## config.mk

```make
export PLATFORM = sky130hd
export DESIGN_NAME = l1_refill_ctrl
export DESIGN_NICKNAME = d
export VERILOG_FILES = /design/src/rtl/l1_pkg.sv /design/src/rtl/l1_refill_ctrl.sv
export SDC_FILE = /design/constraint.sdc
export NUM_CORES = 1
export LEC_CHECK = 0
export ABC_AREA = 1
export ABC_CLOCK_PERIOD_IN_PS = 5590
export CAP_MARGIN = 20
export CORE_MARGIN = 2
export CORE_UTILIZATION = 47
export CTS_BUF_LIST = sky130_fd_sc_hd__clkbuf_4 sky130_fd_sc_hd__clkbuf_8
export CTS_CLUSTER_DIAMETER = 60
export DETAILED_ROUTE_END_ITERATION = 12
export PLACE_DENSITY = 0.91
export REMOVE_ABC_BUFFERS = 1
export SYNTH_ARGS = -nofsm -noshare
export SYNTH_HDL_FRONTEND = slang
export SYNTH_SLANG_ARGS = --single-unit
```

## constraint.sdc

```tcl
create_clock -name clk -period 5.59 [get_ports clk]
set_input_delay 0.8385 -clock clk [delete_from_list [all_inputs] [get_ports clk]]
set_output_delay 0.8385 -clock clk [all_outputs]
set_load 0.02 [all_outputs]
```

## src/rtl/l1_pkg.sv

```systemverilog
`default_nettype none
// ============================================================================
//  Module      : l1_pkg
//  Description : Shared L1 data-cache geometry and the refill controller's
//                state encoding. Imported by l1_refill_ctrl and l1_cache_dm.
//  Contents    : L1_ADDR_WIDTH / L1_DATA_WIDTH / L1_LINE_SIZE  default geometry
//                BYTES_PER_WORD, WORDS_PER_LINE, OFFSET_BITS, WORD_SEL_BITS
//                refill_state_t  {IDLE, RD_REQ, RD_WAIT, WR_REQ}
//  Revision    : 1.0  initial release
// ============================================================================
package l1_pkg;

    localparam int L1_ADDR_WIDTH  = 32;
    localparam int L1_DATA_WIDTH  = 32;
    localparam int L1_LINE_SIZE   = 16;

    localparam int BYTES_PER_WORD = L1_DATA_WIDTH / 8;
    localparam int WORDS_PER_LINE = L1_LINE_SIZE / BYTES_PER_WORD;
    localparam int OFFSET_BITS    = $clog2(L1_LINE_SIZE);
    localparam int WORD_SEL_BITS  = $clog2(WORDS_PER_LINE);

    typedef enum logic [1:0] {
        IDLE    = 2'd0,
        RD_REQ  = 2'd1,
        RD_WAIT = 2'd2,
        WR_REQ  = 2'd3
    } refill_state_t;

endpackage : l1_pkg
`default_nettype wire

```

## src/rtl/l1_refill_ctrl.sv

```systemverilog
`default_nettype none
// ============================================================================
//  Module      : l1_refill_ctrl
//  Description : Miss/write handler between a direct-mapped L1 data cache and
//                main memory. Read misses refill the whole line one word at a
//                time through the cache fill port; stores are written through
//                (no write-allocate). The CPU is stalled until each operation
//                completes. At most one memory request is outstanding.
//  Ports       : clk, rst (async, active-high)
//                cpu_valid/cpu_we/cpu_addr/cpu_w_data/cpu_byte_en  CPU request
//                cache_hit        lookup result for cpu_addr
//                stall            CPU must hold its request (combinational)
//                fill_en/fill_addr/fill_data/fill_mark_valid  cache fill port
//                mem_req/mem_we/mem_addr/mem_w_data/mem_byte_en  memory request
//                mem_ready        request accepted when mem_req && mem_ready
//                mem_r_valid/mem_r_data  in-order read return
//  Revision    : 1.0  initial release
// ============================================================================
module l1_refill_ctrl
    import l1_pkg::*;
#(
    parameter int ADDR_WIDTH = L1_ADDR_WIDTH,
    parameter int DATA_WIDTH = L1_DATA_WIDTH,
    parameter int LINE_SIZE  = L1_LINE_SIZE
) (
    input  logic                    clk,
    input  logic                    rst,
    input  logic                    cpu_valid,
    input  logic                    cpu_we,
    input  logic [ADDR_WIDTH-1:0]   cpu_addr,
    input  logic [DATA_WIDTH-1:0]   cpu_w_data,
    input  logic [DATA_WIDTH/8-1:0] cpu_byte_en,
    input  logic                    cache_hit,
    output logic                    stall,
    output logic                    fill_en,
    output logic [ADDR_WIDTH-1:0]   fill_addr,
    output logic [DATA_WIDTH-1:0]   fill_data,
    output logic                    fill_mark_valid,
    output logic                    mem_req,
    output logic                    mem_we,
    output logic [ADDR_WIDTH-1:0]   mem_addr,
    output logic [DATA_WIDTH-1:0]   mem_w_data,
    output logic [DATA_WIDTH/8-1:0] mem_byte_en,
    input  logic                    mem_ready,
    input  logic                    mem_r_valid,
    input  logic [DATA_WIDTH-1:0]   mem_r_data
);

    localparam int c_bytes_per_word = DATA_WIDTH / 8;
    localparam int c_words_per_line = LINE_SIZE / c_bytes_per_word;
    localparam int c_cnt_w          = $clog2(c_words_per_line);
    localparam int c_word_lsb       = $clog2(c_bytes_per_word);

    localparam logic [ADDR_WIDTH-1:0] c_line_mask = ~ADDR_WIDTH'(LINE_SIZE - 1);
    localparam logic [ADDR_WIDTH-1:0] c_word_mask = ~ADDR_WIDTH'(c_bytes_per_word - 1);
    localparam logic [c_cnt_w-1:0]    c_last_word = c_cnt_w'(c_words_per_line - 1);

    localparam logic [1:0] c_st_idle    = IDLE;
    localparam logic [1:0] c_st_rd_req  = RD_REQ;
    localparam logic [1:0] c_st_rd_wait = RD_WAIT;
    localparam logic [1:0] c_st_wr_req  = WR_REQ;

    logic [1:0]              r_state;
    logic [c_cnt_w-1:0]      r_cnt;
    logic [ADDR_WIDTH-1:0]   r_base;
    logic [ADDR_WIDTH-1:0]   r_wr_addr;
    logic [DATA_WIDTH-1:0]   r_wr_data;
    logic [DATA_WIDTH/8-1:0] r_wr_be;
    logic                    r_fill_en;
    logic                    r_fill_mark;
    logic [ADDR_WIDTH-1:0]   r_fill_addr;
    logic [DATA_WIDTH-1:0]   r_fill_data;

    logic [ADDR_WIDTH-1:0]   w_rd_addr;
    logic                    w_idle;
    logic                    w_rd_miss;
    logic                    w_wr_start;

    assign w_idle    = (r_state == c_st_idle);
    assign w_rd_addr = r_base + (ADDR_WIDTH'(r_cnt) << c_word_lsb);

    // The fill port is registered, so the last word lands in the cache at the
    // end of the cycle in which fill_mark_valid is high. The lookup still
    // misses during that cycle; suppress a second refill launch for it.
    assign w_rd_miss  = cpu_valid && !cpu_we && !cache_hit && !r_fill_mark;
    assign w_wr_start = cpu_valid && cpu_we;

    always_ff @(posedge clk or posedge rst) begin
        if (rst) begin
            r_state     <= c_st_idle;
            r_cnt       <= '0;
            r_base      <= '0;
            r_wr_addr   <= '0;
            r_wr_data   <= '0;
            r_wr_be     <= '0;
            r_fill_en   <= 1'b0;
            r_fill_mark <= 1'b0;
            r_fill_addr <= '0;
            r_fill_data <= '0;
        end else begin
            r_fill_en   <= 1'b0;
            r_fill_mark <= 1'b0;
            case (r_state)
                c_st_idle: begin
                    if (w_wr_start) begin
                        r_wr_addr <= cpu_addr & c_word_mask;
                        r_wr_data <= cpu_w_data;
                        r_wr_be   <= cpu_byte_en;
                        r_state   <= c_st_wr_req;
                    end else if (w_rd_miss) begin
                        r_base  <= cpu_addr & c_line_mask;
                        r_cnt   <= '0;
                        r_state <= c_st_rd_req;
                    end
                end
                c_st_rd_req: begin
                    if (mem_ready) begin
                        r_state <= c_st_rd_wait;
                    end
                end
                c_st_rd_wait: begin
                    if (mem_r_valid) begin
                        r_fill_en   <= 1'b1;
                        r_fill_addr <= w_rd_addr;
                        r_fill_data <= mem_r_data;
                        if (r_cnt == c_last_word) begin
                            // Explicit wrap so the next refill starts at word 0
                            // regardless of line geometry.
                            r_fill_mark <= 1'b1;
                            r_cnt       <= '0;
                            r_state     <= c_st_idle;
                        end else begin
                            r_cnt   <= r_cnt + c_cnt_w'(1);
                            r_state <= c_st_rd_req;
                        end
                    end
                end
                c_st_wr_req: begin
                    if (mem_ready) begin
                        r_state <= c_st_idle;
                    end
                end
                default: begin
                    r_state <= c_st_idle;
                end
            endcase
        end
    end

    // Memory request fields are decoded from registers only, so they move on
    // clock edges and stay stable while a request waits for mem_ready.
    assign mem_req     = (r_state == c_st_rd_req) || (r_state == c_st_wr_req);
    assign mem_we      = (r_state == c_st_wr_req);
    assign mem_addr    = (r_state == c_st_rd_req) ? w_rd_addr :
                         (r_state == c_st_wr_req) ? r_wr_addr : '0;
    assign mem_w_data  = mem_we ? r_wr_data : '0;
    assign mem_byte_en = mem_we ? r_wr_be   : '0;

    assign fill_en         = r_fill_en;
    assign fill_addr       = r_fill_addr;
    assign fill_data       = r_fill_data;
    assign fill_mark_valid = r_fill_mark;

    // A store is released in the same cycle memory accepts it.
    assign stall = (w_idle && cpu_valid && (cpu_we || !cache_hit))
                || (r_state == c_st_rd_req) || (r_state == c_st_rd_wait)
                || ((r_state == c_st_wr_req) && !mem_ready);

endmodule : l1_refill_ctrl
`default_nettype wire

```

# --- After elaboration in Yosys (flattened, before gate mapping) ---
# Index checks and enable logic that the tools add are counted.
totals:
  inputBits: 107
  regBits: 164
classes:
  bitwise_logic: 1
  n_reduce_logical: 23
  n_mux: 21
  n_eq_ne: 10
  n_addsub: 2
ops:
  columns: ["cell", "count"]
  rows:
  - ["$mux 32", 3]
  - ["$add 32x4->32", 1]
  - ["$mux 2", 9]
  - ["$pmux 2 s4", 1]
  - ["$reduce_and 4->1", 2]
  - ["$logic_and 1x1->1", 7]
  - ["$eq 2x2->1 const B", 3]
  - ["$mux 1", 6]
  - ["$ne 2x2->1 const B", 3]
  - ["$logic_or 1x1->1", 5]
  - ["$logic_not 1->1", 4]
  - ["$mux 4", 1]
  - ["$ne 2x1->1 const B", 2]
  - ["$pmux 2 s2", 1]
  - ["$reduce_and 2->1", 2]
  - ["$ne 3x1->1 const B", 1]
  - ["$reduce_and 3->1", 1]
  - ["$add 2x1->2 const B", 1]
  - ["$eq 2x1->1 const B", 1]
  - ["$logic_not 2->1", 1]
  - ["$reduce_bool 2->1", 1]
  - ["$not 1->1", 1]

# --- Depth between registers and ports, before layout ---
# Gate-level depths: netlist of the first run.
depth:
  depth_word: 7
  depth_mapped: 8
  depth_no_buf: 7

# --- Worst setup path after synthesis of the first run ---
# No wires, ideal clock.
synth_timing:
  path_type: "register to output"
  startpoint: "reg r_state[1]"
  endpoint: "out mem_byte_en[0]"
  path_stages_with_launch: 6
  required_time_ns: 4.752
  setup_slack_ns: 3.505
  arrival_ns: 1.246
  cell_sequence: "dfrtp_1 -> buf_2 -> nand2_1 -> buf_2 -> buf_2 -> nor2_1"
synth_via:
  elab_chain_len: 2
synth_lines:
  columns: ["element", "line_no", "text"]
  rows:
  - ["start, declared", "l1_refill_ctrl.sv:63", "logic [1:0] r_state;"]
  - ["start signal, assigned", "l1_refill_ctrl.sv:90", "r_state <= c_st_idle;"]
  - ["start signal, assigned", "l1_refill_ctrl.sv:109", "r_state <= c_st_wr_req;"]
  - ["start signal, assigned", "l1_refill_ctrl.sv:113", "r_state <= c_st_rd_req;"]
  - ["$eq 2x2->1", "l1_refill_ctrl.sv:153", "assign mem_we = (r_state == c_st_wr_req);"]
  - ["$mux 4", "l1_refill_ctrl.sv:157", "assign mem_byte_en = mem_we ? r_wr_be : '0;"]
  - ["end, declared", "l1_refill_ctrl.sv:43", "output logic [DATA_WIDTH/8-1:0] mem_byte_en,"]
# Every way passes these cells.

# --- Worst setup path in the final report of the first run ---
layout_timing:
  startpoint: "reg r_state[1]"
  endpoint: "out mem_addr[9]"
layout_via:
  elab_chain_len: 3
  word_cells_on_any_way: 4
  classes_between: "eq/ne: 2; mux: 2"
layout_lines:
  columns: ["element", "line_no", "text"]
  rows:
  - ["$eq 2x2->1", "l1_refill_ctrl.sv:155", "(r_state == c_st_wr_req) ? r_wr_addr : '0;"]
  - ["$mux 32", "l1_refill_ctrl.sv:155", null]
  - ["$mux 32 (*)", "l1_refill_ctrl.sv:154", "assign mem_addr = (r_state == c_st_rd_req) ? w_rd_addr :"]
  - ["end, declared", "l1_refill_ctrl.sv:41", "output logic [ADDR_WIDTH-1:0] mem_addr,"]
# Every way passes the cells marked *; elsewhere a longest branch is shown, timed or not.

==> metrics.txt, run 1 <==
NumNets Final=1091; RSZ-0062 raised after global routing=no; Leak=0.00471 uW; Tmin final=3620 ps; WS Path Type=reg -> out; Core ar.=14500 um^2; initial DRC count=275; crit path max fanout=67; H-Tree Depth=4; Post-Route WL=17500 um; Routability Congestion=0.783; worst path required time=4750 ps; Max-Cap Viols=0; antenna violations before repair=0; Die X=125 um; CP peak stage delay=680 ps; PortBufs=237; mapped cell area=6920 um^2; startpoint types=register; pwr dens=584 nW/um^2; CP top delay family=buffers and inverters; largest net degree at the start of global routing=121; Final Skew=11.6 ps; row cnt=44; Slew Limit Headroom=0.290; worst-path cell chain=nand2_4 -> o22ai_2 -> clkdlybuf4s50_1; fin crit share=0.647; hpwl dp=11800 um; n_diodes=0; drt pass-1 iters=4; grt total ovfl=0; Reg clk slew, reported paths=80 ps; Vias=5823; Layout area overhead=40.4%; CP bufs+invs=1; first-pass GRT wire length=28500 um; cells after synthesis=769; HP Class=reg -> reg; top cells by area, synth=dfrtp_1, nand2_1, inv_1, nor2_1, o22ai_2; layout cells sized above 1=0.0754; initial core utilization=0.478; Setup TNS=0 ps; Cell variety after synth=24; Tot GR Track Use=0.226; final hold viol count=0; crit path launch=r_state[1]; remaining routing DRC violations=0; setup violators final=0; outcome=complete, no violations; Worst Path Arrival=2780 ps; RR Startpoint=r_state[1]; Avg Cell Area, Syn=8.99 um^2; worst skew pair latency=430 ps; Pwr Total=5670 uW; actual slew at the worst max-slew pin=1070 ps; Syn. warnings=0; die height=125 um; Post CTS Setup Buffer Count=0; Die Footprint=15700 um^2; synthesized flop and latch total=162; I/O pin count=244; hold_buf cts=0; CP endpoint kind=output port; max-slew violation count=0; CP max stage cell=clkdlybuf4s50_1; number of global-route vias before repair=6077; f_max=0.276 GHz; Hold Crit Start=fill_data[24]; Resize count post-CTS=0; Peak VDD IR=0.000311 V; Worst Hold Slack=485 ps; Num CTS Buffers=17; Antenna Violating Nets Remaining=0; Seq/Total Area, Yosys=0.586; post-synth top area cell=dfrtp_1; CTS tree=built; CTS sink count=162; drt wl/cell=14.8 um; Clock Path Buffers=2; drt via density=4.94; # fillers=1072; top-area cell type share of the netlist area=0.586; Root Buffer=clkbuf_8
kinds of logic after synthesis:
kind of cell | count (synthesis) | share of synthesized area
and+or+nand+nor | 292 | 0.163
adders and majority gates | 1 | 0.00181
buffers and inverters | 157 | 0.103
DFF | 162 | 0.586
AOI/OAI and AO/OA | 156 | 0.145
other | 1 | 0.000542
power breakdown:
group | internal, uW | switching, uW
Combinational | 1230 | 1610
Sequential | 1720 | 246
Clock | 433 | 426
placed cells by master, fill, tap and decap left out, drive strengths merged:
cell type      count
o22ai             30
clkdlybuf4s50    237
buf                5
nand3              7
bufinv             2
a21oi             67
nor2             107
nand2            176
inv              109
o21ai             59
clkinvlp           1
clkbuf            20
or2                1
dfrtp            162
conb               4
clkinv             6
nand4              1
ha                 1
registers in the layout, indices dropped and copies added, names as in the netlist:
register and flops:
fill_addr 30, r_wr_data 32, r_cnt 2, r_state 2
fill_en 1, r_wr_be 4, fill_data 32, fill_mark_valid 1
r_wr_addr 30, r_base 28
metal layers:
metal  up-vias  routed length (um)  GRT usage
met3        34                1520     0.0723
met2       261                8370      0.377
li1       2794                   -          -
met5         -                   0          0
met4         0                 463     0.0980
met1      2734                7140      0.271
synthesized netlist by cell type:
cell type,count
a21oi_1,67
buf_2,26
buf_4,10
buf_6,7
clkbuf_1,7
conb_1,1
dfrtp_1,162
ha_1,1
inv_1,106
inv_2,1
nand2_1,174
nand2_2,2
nand3_1,6
nand3_2,1
nand4_1,1
nor2_1,105
nor2_2,1
nor2_4,1
o21ai_0,34
o21ai_1,24
o21ai_2,1
o22ai_1,1
o22ai_2,29
or2_1,1
cell type report:
| type | count | area [um^2] | area share |
|---|---|---|---|
| Clock inverter | 11 | 126 | 0.0130 |
| Timing Repair Buffer | 242 | 2430 | 0.250 |
| Inverter | 107 | 407 | 0.0419 |
| Multi-Input combinational cell | 453 | 2190 | 0.225 |
| Sequential cell | 162 | 4050 | 0.418 |
| Clock buffer | 20 | 275 | 0.0284 |
| Tap cell | 184 | 230 | 0.0237 |
tightest hold or removal path: stages (launching register included):
cell	delay (ps)
dfrtp_1	350
nand2_1	50
nand2_1	50
path summary, 6_finish.rpt:
check	to	cells after the start	slack, ps
max in group asynchronous	r_base[27]	4	3490
setup / recovery	mem_addr[9]	3	1970
hold reg to reg	fill_data[24]	2	480
setup reg to reg	r_wr_be[3]	5	3360
min in group asynchronous	r_wr_data[11]	2	770
hold / removal	fill_data[24]	2	480
per-stage QoR:
step,util,setup slack (ps),cells,cell area [um^2]
global placement,0.641,2450,1147,9280
global route,0.670,1840,1179,9710
CTS,0.669,1930,1178,9680
finish,0.670,1970,1179,9710
floorplan,-,375,722,6620
detailed placement,0.641,2440,1147,9280
Note: power is estimated with default switching activity, not from simulation.
==> inputs of run 2 (changes only) <==
--- a/config.mk
+++ b/config.mk
@@ -6,14 +6,14 @@
 export NUM_CORES = 1
 export LEC_CHECK = 0
 export ABC_AREA = 1
-export ABC_CLOCK_PERIOD_IN_PS = 5590
+export ABC_CLOCK_PERIOD_IN_PS = 3250
 export CAP_MARGIN = 20
 export CORE_MARGIN = 2
-export CORE_UTILIZATION = 47
+export CORE_UTILIZATION = 42
 export CTS_BUF_LIST = sky130_fd_sc_hd__clkbuf_4 sky130_fd_sc_hd__clkbuf_8
 export CTS_CLUSTER_DIAMETER = 60
 export DETAILED_ROUTE_END_ITERATION = 12
-export PLACE_DENSITY = 0.91
+export PLACE_DENSITY = 0.86
 export REMOVE_ABC_BUFFERS = 1
 export SYNTH_ARGS = -nofsm -noshare
 export SYNTH_HDL_FRONTEND = slang
==> constraint.sdc (replaced) <==
create_clock -name clk -period 3.25 [get_ports clk]
set_input_delay 0.4875 -clock clk [delete_from_list [all_inputs] [get_ports clk]]
set_output_delay 0.4875 -clock clk [all_outputs]
set_load 0.02 [all_outputs]
==> run 2 against run 1 <==
Net effect: register-to-register slack got worse by 2100 ps; via count fell by 1.2%; flip-flop and latch count did not move; clock power rose by 86%; global-route usage fell by 1.9 points; worst setup slack got worse by 1800 ps; hold slack got worse by 26 ps; sequential power rose by 71%; die area rose by 12%; final area rose by 1.5%; non-clock buffer count rose by 7.
==> metrics.txt, run 2 (same netlist as run 1, synthesis figures left out) <==
grt total ovfl=0 (unchanged); row cnt=46 (+4.5%); outcome=complete, no violations; Vias=5751 (-1.2%); initial core utilization=0.432 (-0.0454); hold_buf cts=0 (unchanged); Worst R2R Setup Slack=1310 ps (-2050 ps); max-slew violation count=0 (unchanged); final hold viol count=0 (unchanged); Layout area overhead=42.5%; setup violators final=0 (unchanged); worst path required time=2760 ps (-1990 ps); commonest non-fill, non-tap cells in the layout=clkdlybuf4s50_1, nand2_1, dfrtp_1; Max-Cap Viols=0 (unchanged); number of global-route vias before repair=5572 (-8.3%); die height=132 um (+5.6%); NumNets Final=1098 (+0.64%); Post CTS Setup Buffer Count=0 (unchanged); WS Path Type=reg -> out; drt wl/cell=14.5 um (-2.1%); most common cell after layout, fill and taps aside=clkdlybuf4s50_1; Tmin final=3070 ps; Tot GR Track Use=0.207 (-0.0191); initial DRC count=247 (-10%); H-Tree Depth=4 (unchanged); placed cell areas=9430 um^2 (+1.6%); Die Footprint=17500 um^2 (+12%); Worst Path Arrival=2580 ps (-200 ps); fin crit share=0.945; Final Skew=9.19 ps (-2.40 ps); startpoint types=register; CP top delay family=buffers and inverters; CTS tree=built; Slew Limit Headroom=0.579 (+0.289); first-pass GRT wire length=28600 um (+0.22%); crit path max fanout=49 (-27%); Design Area, Final=9860 um^2 (+1.5%); I/O pin count=244 (unchanged); layout cells sized above 1=0.0828 (+0.00737); HP Class=in -> async; Peak VDD IR=0.000542 V (+74%); worst-path cell chain=nand2_4 -> buf_12 -> o22ai_2 -> clkdlybuf4s50_1; antenna violations before repair=0 (unchanged); CTS sink count=162 (unchanged); PortBufs=237 (unchanged); remaining routing DRC violations=0 (unchanged); Routability Congestion=0.787 (+0.56%); Num CTS Buffers=17 (unchanged); CP endpoint kind=output port; drt via density=4.72 (-4.5%); worst skew pair latency=450 ps (+20 ps); CP peak stage delay=660 ps (-20 ps); hpwl dp=12300 um (+4.5%); Root Buffer=clkbuf_8; Core ar.=16000 um^2 (+11%); actual slew at the worst max-slew pin=632 ps (-434 ps); Resize count post-CTS=1 (+1); Die X=132 um (+5.6%); largest net degree at the start of global routing=58 (-52%); n_diodes=0 (unchanged); drt pass-1 iters=4 (unchanged); Reg clk slew, reported paths=90 ps (about the same); Post-Route WL=17700 um (+1.2%); Clock Path Buffers=2 (unchanged); Antenna Violating Nets Remaining=0 (unchanged); CP bufs+invs=2 (+1); f_max=0.326 GHz; CP max stage cell=clkdlybuf4s50_1; Leak=0.00477 uW (+1.3%); RSZ-0062 raised after global routing=no; Worst Hold Slack=459 ps (-25.8 ps); pwr dens=1000 nW/um^2 (+72%); Setup TNS=0 ps (unchanged)
==> run 2: cell count changes in the layout (fill, tap and decap cells not counted) <==
cell / previous run / this run
inv_6: 3 / 9
buf_12: 0 / 4
buf_4: 4 / 8
clkbuf_8: 20 / 17
clkinv_2: 3 / 1
buf_16: 1 / 0
bufinv_16: 2 / 3
clkinvlp_4: 1 / 0
or2_2: 1 / 0
or2_4: 0 / 1
==> run 2: worst paths after layout <==
kind | start | end | cells past startpoint
min | rst | fill_data[14] | 2
min reg2reg | fill_data[27] | fill_data[27] | 2
max | r_state[1] | mem_addr[8] | 4
max reg2reg | r_state[1] | r_wr_addr[16] | 5
min in group clk | fill_data[27] | fill_data[27] | 2
max in group asynchronous | rst | r_base[23] | 3
==> run 2: power breakdown <==
part | leakage, uW | internal, uW | switching, uW | total (uW)
Clock | 0.000217 | 783 | 813 | 1600
Sequential | 0.00189 | 2960 | 414 | 3370
Combinational | 0.00267 | 2140 | 2770 | 4910
==> run 2: worst reg2reg max path, stage by stage (launching register included) <==
cell and delay (ps):
dfrtp_1 640, nor2_4 100, nand2_4 480, buf_4 420, nor2_1 80, a21oi_1 140
==> run 2: metrics by stage <==
step	worst slack, ps	utilization	power, uW	instances
global route	55.1	0.616	10500	1219
global placement	515	0.589	8190	1187
finish	180	0.616	9880	1219
CTS	168	0.616	9990	1219
floorplan	-1610	-	6070	722
detailed placement	526	0.589	8340	1187
==> run 2: layout make-up <==
| type | count | area, um^2 |
|---|---|---|
| Clock buffer | 17 | 234 |
| Clock inverter | 15 | 191 |
| Fill cell | 1288 | 6140 |
| Inverter | 107 | 407 |
| Multi-Input combinational cell | 453 | 2190 |
| Sequential cell | 162 | 4050 |
| Tap cell | 216 | 270 |
| Timing Repair Buffer | 249 | 2510 |
==> run 2: per-layer routing <==
metal	GRT usage	routed length [um]	vias up
li1	-	-	2811
met1	0.258	7590	2716
met2	0.336	8350	212
met3	0.0830	1600	12
met4	0.0550	164	0
met5	0	0	-
==> inputs of run 3 (changes only) <==
--- a/config.mk
+++ b/config.mk
@@ -8,12 +8,14 @@
 export ABC_AREA = 1
 export ABC_CLOCK_PERIOD_IN_PS = 3250
 export CAP_MARGIN = 20
+export CORE_ASPECT_RATIO = 1.2
 export CORE_MARGIN = 2
 export CORE_UTILIZATION = 42
 export CTS_BUF_LIST = sky130_fd_sc_hd__clkbuf_4 sky130_fd_sc_hd__clkbuf_8
 export CTS_CLUSTER_DIAMETER = 60
 export DETAILED_ROUTE_END_ITERATION = 12
 export PLACE_DENSITY = 0.86
+export RECOVER_POWER = 25
 export REMOVE_ABC_BUFFERS = 1
 export SYNTH_ARGS = -nofsm -noshare
 export SYNTH_HDL_FRONTEND = slang
==> run 3 against run 2 <==
Net effect: combinational power about the same; via count down 0.89%; total power up 1.1%; sequential power about the same; hold slack better by 23 ps; critical path type unchanged; largest cell class unchanged; flip-flop and latch count unchanged; cell count down 0.49%.
==> metrics.txt, run 3 (same netlist as run 1, synthesis figures left out) <==
RR Startpoint=r_state[1]; remaining routing DRC violations=0 (unchanged); Final Skew=9.69 ps (+0.497 ps); commonest non-fill, non-tap cells in the layout=clkdlybuf4s50_1, nand2_1, dfrtp_1; first-pass GRT wire length=27500 um (-4.0%); fin crit share=0.938 (-0.00657); hpwl dp=12100 um (-1.3%); sequential cell area=4050 um^2 (unchanged); Die X=121 um (-8.4%); hold path endpoint=fill_data[9]; CTS tree=built; drt pass-1 iters=4 (unchanged); f_max=0.328 GHz (+0.70%); Tot GR Track Use=0.201 (-0.00613); antenna violations before repair=0 (unchanged); layout cells sized above 1=0.0809 (-0.00183); worst path required time=2760 ps (about the same); area of the multi-input gates=2190 um^2 (unchanged); Core ar.=16100 um^2 (+0.90%); n_diodes=0 (unchanged); Design Area, Final=9870 um^2 (about the same); number of global-route vias before repair=5699 (+2.3%); Clock Path Buffers=2 (unchanged); Hold Crit Start=fill_data[9]; Tmin final=3050 ps (-21.3 ps); Resize count post-CTS=1 (unchanged); Pwr Total=9990 uW (+1.1%); pwr dens=1010 nW/um^2 (+1.0%); Routability Congestion=0.770 (-2.2%); Antenna Violating Nets Remaining=0 (unchanged); Slew Limit Headroom=0.0505 (-0.529); WS Path Type=reg -> out; outcome=complete, no violations; final hold viol count=0 (unchanged); PortBufs=237 (unchanged); max-slew violation count=0 (unchanged); crit path launch=r_state[0]; Post CTS Setup Buffer Count=0 (unchanged); CTS sink count=162 (unchanged); post-place setup slack=483 ps (-42.9 ps); setup violators final=0 (unchanged); Num CTS Buffers=17 (unchanged); hold depth=2; # fillers=1360 (+5.6%); placed cell areas=9420 um^2 (about the same); drt via density=4.70 (-0.40%); crit path max fanout=17 (-65%); most common cell after layout, fill and taps aside=clkdlybuf4s50_1; Worst R2R Setup Slack=1350 ps (+40 ps); worst skew pair latency=450 ps (about the same); CP endpoint kind=output port; grt total ovfl=0 (unchanged); NumNets Final=1096 (-0.18%); I/O pin count=244 (unchanged); row cnt=51 (+11%); actual slew at the worst max-slew pin=1420 ps (+790 ps); initial DRC count=224 (-9.3%); largest net degree at the start of global routing=88 (+52%); Reg clk slew, reported paths=80 ps (about the same); Root Buffer=clkbuf_8; RSZ-0062 raised after global routing=no; Vias=5700 (-0.89%); worst flop-to-flop path endpoint=r_base[10]; die height=145 um (+9.3%); HP Class=reg -> reg; initial core utilization=0.428 (-0.00385); Die Footprint=17500 um^2 (about the same); Worst Path Arrival=2560 ps (-20 ps); worst-case reg-to-reg path depth=6 (+1); Post-Route WL=17400 um (-2.0%); Max-Cap Viols=0 (unchanged); startpoint types=register; Layout area overhead=42.7% (about the same); H-Tree Depth=4 (unchanged); hold_buf cts=0 (unchanged); drt wl/cell=14.3 um (-1.5%); Leak=0.00477 uW (about the same); Peak VDD IR=0.000559 V (+3.2%); Final Worst Setup Slack=201 ps (+21.4 ps)
[run 3: cell types whose count changed in the layout (fill, tap and decap cells not counted), sizes merged, moves of 2 or more]
cell	change
inv	-8
clkbuf	+5
buf	-4
bufinv	+2
clkdlybuf4s50	-2
clkinv	+2
dlygate4sd3	+2
[run 3: worst max path at each step]
stage	to	slack, ps	cells past startpoint
global placement	mem_addr[6]	500	5
detailed placement	mem_addr[6]	480	5
global route	mem_addr[6]	70	5
finish	mem_addr[24]	200	5
floorplan	fill_addr[10]	-1610	1
CTS	mem_addr[6]	160	5
[run 3: final cells by class]
type                            count  share of cell area
Inverter                          107              0.0411
Clock inverter                     12              0.0207
Multi-Input combinational cell    453               0.222
Sequential cell                   162               0.411
Tap cell                          212              0.0269
Timing Repair Buffer              247               0.251
Clock buffer                       20              0.0273
[run 3: metrics by stage]
step | cells | setup TNS (ps) | hold WS [ps] | utilization
after floorplan | 722 | -261490 | 442 | -
after global placement | 1181 | 0 | 460 | 0.584
after detailed placement | 1181 | 0 | 462 | 0.584
after CTS | 1213 | 0 | 482 | 0.613
after global routing | 1213 | 0 | 513 | 0.611
final | 1213 | 0 | 482 | 0.611
[run 3: layer usage]
metal | GRT usage | routed length (um)
met4 | 0.0678 | 256
met3 | 0.0655 | 1420
met2 | 0.354 | 8770
met1 | 0.230 | 6900
met5 | 0 | 0
[run 3: worst max-delay path: stages, from the launching register on]
cell and delay (ps):
dfrtp_1 530, inv_2 130, or2_4 360, buf_4 290, o22ai_2 130, clkdlybuf4s50_1 650
[run 3: where the power goes]
part	total, uW	internal [uW]	switching [uW]
clock	1710	969	743
combinational	4920	2140	2780
sequential	3360	2960	400
total	9990	6070	3920
